$ cat config.mk
export PLATFORM = sky130hd
export DESIGN_NAME = config_load_ctrl
export DESIGN_NICKNAME = d
export VERILOG_FILES = /design/src/rtl/config_load_ctrl.sv
export SDC_FILE = /design/constraint.sdc
export NUM_CORES = 1
export LEC_CHECK = 0
export BUFFER_PORTS_ARGS = -buffer_cell sky130_fd_sc_hd__buf_2
export CORE_MARGIN = 4
export CORE_UTILIZATION = 52
export CTS_BUF_LIST = sky130_fd_sc_hd__clkbuf_4 sky130_fd_sc_hd__clkbuf_8 sky130_fd_sc_hd__clkbuf_16
export DETAILED_ROUTE_END_ITERATION = 6
export GPL_ROUTABILITY_DRIVEN = 0
export PLACE_DENSITY = 0.77
export SYNTH_ARGS = -nofsm -noshare
export SYNTH_HDL_FRONTEND = slang
export SYNTH_SLANG_ARGS = --single-unit
$ cat constraint.sdc
create_clock -name cclk -period 2.6 [get_ports cclk]
set_input_delay 0.26 -clock cclk [delete_from_list [all_inputs] [get_ports cclk]]
set_output_delay 0.26 -clock cclk [all_outputs]
set_load 0.1 [all_outputs]
$ cat src/rtl/config_load_ctrl.sv
// Config load sequencer: assembles word-serial config frames and commits each
// one to its latch block with a single-cycle one-hot cen pulse.
module config_load_ctrl #(
  parameter int unsigned MEM_SIZE   = 16,
  parameter int unsigned WORD_BITS  = 4,
  parameter int unsigned NUM_BLOCKS = 8
) (
  input  logic                  cclk,
  input  logic                  rst,
  input  logic                  start,
  input  logic [WORD_BITS-1:0]  din,
  input  logic                  din_valid,
  output logic                  din_ready,
  output logic [MEM_SIZE-1:0]   config_out,
  output logic [NUM_BLOCKS-1:0] cen,
  output logic                  busy,
  output logic                  done
);

  localparam int unsigned WPF   = MEM_SIZE / WORD_BITS;
  localparam int unsigned CNT_W = (WPF > 1) ? $clog2(WPF) : 1;
  localparam int unsigned IDX_W = (NUM_BLOCKS > 1) ? $clog2(NUM_BLOCKS) : 1;

  localparam logic [CNT_W-1:0] LAST_WORD = CNT_W'(WPF - 1);
  localparam logic [IDX_W-1:0] LAST_BLK  = IDX_W'(NUM_BLOCKS - 1);

  typedef enum logic [1:0] {
    IDLE   = 2'd0,
    LOAD   = 2'd1,
    COMMIT = 2'd2,
    DONE   = 2'd3
  } state_t;

  state_t              state;
  logic [CNT_W-1:0]    word_cnt;
  logic [IDX_W-1:0]    blk_idx;
  logic [MEM_SIZE-1:0] frame;
  logic [MEM_SIZE-1:0] next_frame;
  logic                xfer;

  // New words enter at the top, so the first word of a frame ends in the LSBs.
  always_comb begin
    next_frame = MEM_SIZE'({din, frame} >> WORD_BITS);
    xfer       = din_valid & din_ready;
  end

  // Sequencer with every output held in a register.
  always_ff @(posedge cclk) begin
    if (rst) begin
      state      <= IDLE;
      word_cnt   <= '0;
      blk_idx    <= '0;
      frame      <= '0;
      din_ready  <= 1'b0;
      config_out <= '0;
      cen        <= '0;
      busy       <= 1'b0;
      done       <= 1'b0;
    end else begin
      case (state)
        IDLE: begin
          if (start) begin
            state     <= LOAD;
            word_cnt  <= '0;
            blk_idx   <= '0;
            din_ready <= 1'b1;
            busy      <= 1'b1;
          end
        end

        LOAD: begin
          if (xfer) begin
            frame <= next_frame;
            if (word_cnt == LAST_WORD) begin
              state      <= COMMIT;
              word_cnt   <= '0;
              config_out <= next_frame;
              din_ready  <= 1'b0;
              cen        <= NUM_BLOCKS'(1) << blk_idx;
            end else begin
              word_cnt <= word_cnt + CNT_W'(1);
            end
          end
        end

        COMMIT: begin
          cen <= '0;
          if (blk_idx == LAST_BLK) begin
            state <= DONE;
            busy  <= 1'b0;
            done  <= 1'b1;
          end else begin
            state     <= LOAD;
            blk_idx   <= blk_idx + IDX_W'(1);
            din_ready <= 1'b1;
          end
        end

        DONE: begin
          if (start) begin
            state     <= LOAD;
            word_cnt  <= '0;
            blk_idx   <= '0;
            din_ready <= 1'b1;
            busy      <= 1'b1;
            done      <= 1'b0;
          end
        end

        default: begin
          state     <= IDLE;
          din_ready <= 1'b0;
          cen       <= '0;
          busy      <= 1'b0;
          done      <= 1'b0;
        end
      endcase
    end
  end

endmodule

==> results_dict.tcl <==
set metrics [dict create \
    status "completed" \
    cts_buffer_depth 2 \
    totalWireLength_mm 3.863 \
    grt_pass1_wl_mm 6.534 \
    p_seq_share_pct 44.9 \
    die_y_um 69.64 \
    seqCellArea_um2 920.9 \
    wl_per_cell_um 12.34 \
    htreeDepth 2 \
    grt_pass1_vias 1409 \
    grt_start_max_net_pins 50 \
    drt_first_pass_iters 4 \
    rsz0062_at_grt "false" \
    die_x_um 69.64 \
    fin_tns_setup_ns 0 \
    start_util_pct 53.96 \
    worstHoldPathType "input pin to register" \
    io_buffers 34 \
    path_max_fanout 13 \
    synth-seq-cells 46 \
    clk_latency_ns 0.30 \
    cts.sink_count 46 \
    dieArea_um2 4850 \
    final_cell_mix "59 x nand2_1, 46 x dfxtp_1, 43 x a21oi_1, 34 x buf_2, 14 x nand3_1" \
    cp-start-kind "register" \
    cts_buffers 5 \
    synth.net_count 257 \
    final_cells 313 \
    dr.first_iter.drc_count 84 \
    cts_resized 0 \
    fmax_ghz 0.5118 \
    whs_ns 0.2038 \
    tightest_slew_ns 0.8307 \
    critical_path_required_ns 2.82 \
    dp_cells 305 \
    met2WireLength_mm 1.723 \
    final.period_utilization_pct 75.15 \
    ctsHoldBuffers 0 \
    synth_edf_count 0 \
    cp.arrival_ns 2.18 \
    p_per_area_nw_per_um2 788.6 \
    postRouteAntennaNets 0 \
    grt-ovfl-total 0 \
    finalHoldViolCount 0 \
    vias 1648 \
    n_fill_cell 335 \
    grt_antenna_before_repair 0 \
    p_clk_share_pct 30.4 \
    final_layout_size_suffix_gt1_share_pct 17.36 \
    ys_seq_area_share_pct 46.61 \
    multi_input_area_um2 942.2 \
    skew_ns 0.006461 \
    cts-root-buf "clkbuf_8" \
    cp-end-kind "register" \
    drv_cap 0 \
    ir_drop_uv 579.2 \
    net-switching-power_uw 592.1 \
    avgSynthCellArea_um2 8.301 \
    maxSlewHeadroom_pct 44.62 \
    dpl-instance-area_um2 2120 \
    drc 0 \
    synth_cell_types 36 \
    place_ws_ns 0.6872 \
    core_um2 3661 \
    viasPerCell 5.265 \
    gr-usage-all-layers_pct 16.19 \
    dp_hpwl_mm 2.581 \
    combPwrFrac_pct 24.7 \
    top_layer_used "met4" \
    dr_wl_met3_um 217 \
    final_nets 283 \
    setup_viol 0 \
    cts_setup_buffers 0 \
    area_growth_pct 12.98 \
    path_clk_slew_ns 0.09 \
    synth_flop_cell "dfxtp_1" \
    finalCriticalPeriod_ns 1.954 \
    yosys_warnings 0 \
    wl_met1_mm 1.888 \
    internal_power_uw 1168 \
    power.leakage_uw 0.0008948 \
    synthCells 238 \
    cts_tree "built" \
    io_pins 35 \
    worstSetupPathType "register to register" \
    row_count 22 \
    syn_area_um2 1976 \
    worst_slack_ns 0.6462 \
    maxSlewViolCount 0 \
    layout_commonest_cell "nand2_1" \
    switching_share_pct 33.64 \
    fin_area_um2 2232 \
    async_reset_ff_share_pct 0 \
    n_antenna_cell 0 \
]
synthesized netlist by cell type (2+ instances only):
master	count	share of area, %
o31ai_1	3	1.1
inv_1	5	0.95
and3_1	2	0.63
nor2_1	3	0.57
o21ai_0	5	1.3
buf_6	3	1.7
buf_2	6	1.5
or4_1	3	1.1
nand2b_1	5	1.6
nand3_1	14	3.5
ha_1	11	7.0
a21oi_1	43	11
clkbuf_1	6	1.1
nand2_1	59	11
nor2b_1	2	0.63
nor3_1	2	0.51
dfxtp_1	46	47
nand4b_1	2	0.89
sequential cells by signal, indices dropped and copies added (netlist names):
name / cells
done: 1
frame: 12
din_ready: 1
word_cnt: 2
state: 2
blk_idx: 3
cen: 8
busy: 1
config_out: 16
worst paths after layout:
kind / start / end / slack (ns) / depth (start not counted)
setup / recovery: state[0]$_SDFFE_PP0P_ / word_cnt[0]$_SDFFE_PP0P_ / 0.65 / 4
hold / removal: din[3] / frame[15]$_SDFFE_PP0P_ / 0.20 / 3
setup reg to reg: state[0]$_SDFFE_PP0P_ / word_cnt[0]$_SDFFE_PP0P_ / 0.65 / 4
hold reg to reg: config_out[6]$_SDFFE_PP0P_ / config_out[6]$_SDFFE_PP0P_ / 0.46 / 2
worst max-delay path, cell delays in order, from the launching register on:
cell and delay (ns):
dfxtp_1 0.40, ha_1 0.38, nand3_1 0.43, or4_1 0.53
a21oi_1 0.13
layout make-up:
class | instances | share of cell area [%]
clock buffers | 5 | 3.083
clock inverters | 3 | 1.962
flip-flops and latches | 46 | 41.26
well taps | 48 | 2.691
multi-input cells | 171 | 42.21
repair buffers | 35 | 7.960
inverters | 5 | 0.8408
per-layer routing:
metal / up-vias / GRT usage (%)
met5: - / 0
met4: 0 / 4.681
met3: 4 / 4.928
met2: 42 / 24.89
met1: 743 / 21.93
li1: 859 / -
power by group through the flow:
| stage | Combinational [µW] | Clock [µW] | Sequential [µW] |
|---|---|---|---|
| finish | 435 | 535 | 790 |
| global route | 483 | 583 | 798 |
| CTS | 436 | 552 | 789 |
| detailed placement | 423 | 0 | 806 |
| global placement | 427 | 0 | 803 |
| floorplan | 306 | 0 | 880 |
cells by family after synthesis:
logic type | Yosys count | synth area share, %
AO/OA/AOI/OAI | 57 | 15.77
flip-flops | 46 | 46.61
AND/OR/NAND/NOR | 102 | 24.45
buffers and inverters | 21 | 5.700
adder cells (fa/ha/maj) | 11 | 6.966
multiplexers | 1 | 0.5067
per-stage QoR:
step | utilization [%] | power (µW)
CTS | 60.97 | 1777
floorplan | - | 1186
global placement | 57.89 | 1230
finish | 60.97 | 1760
detailed placement | 57.89 | 1229
global route | 60.97 | 1864
Power figures use the tool's default switching activity.
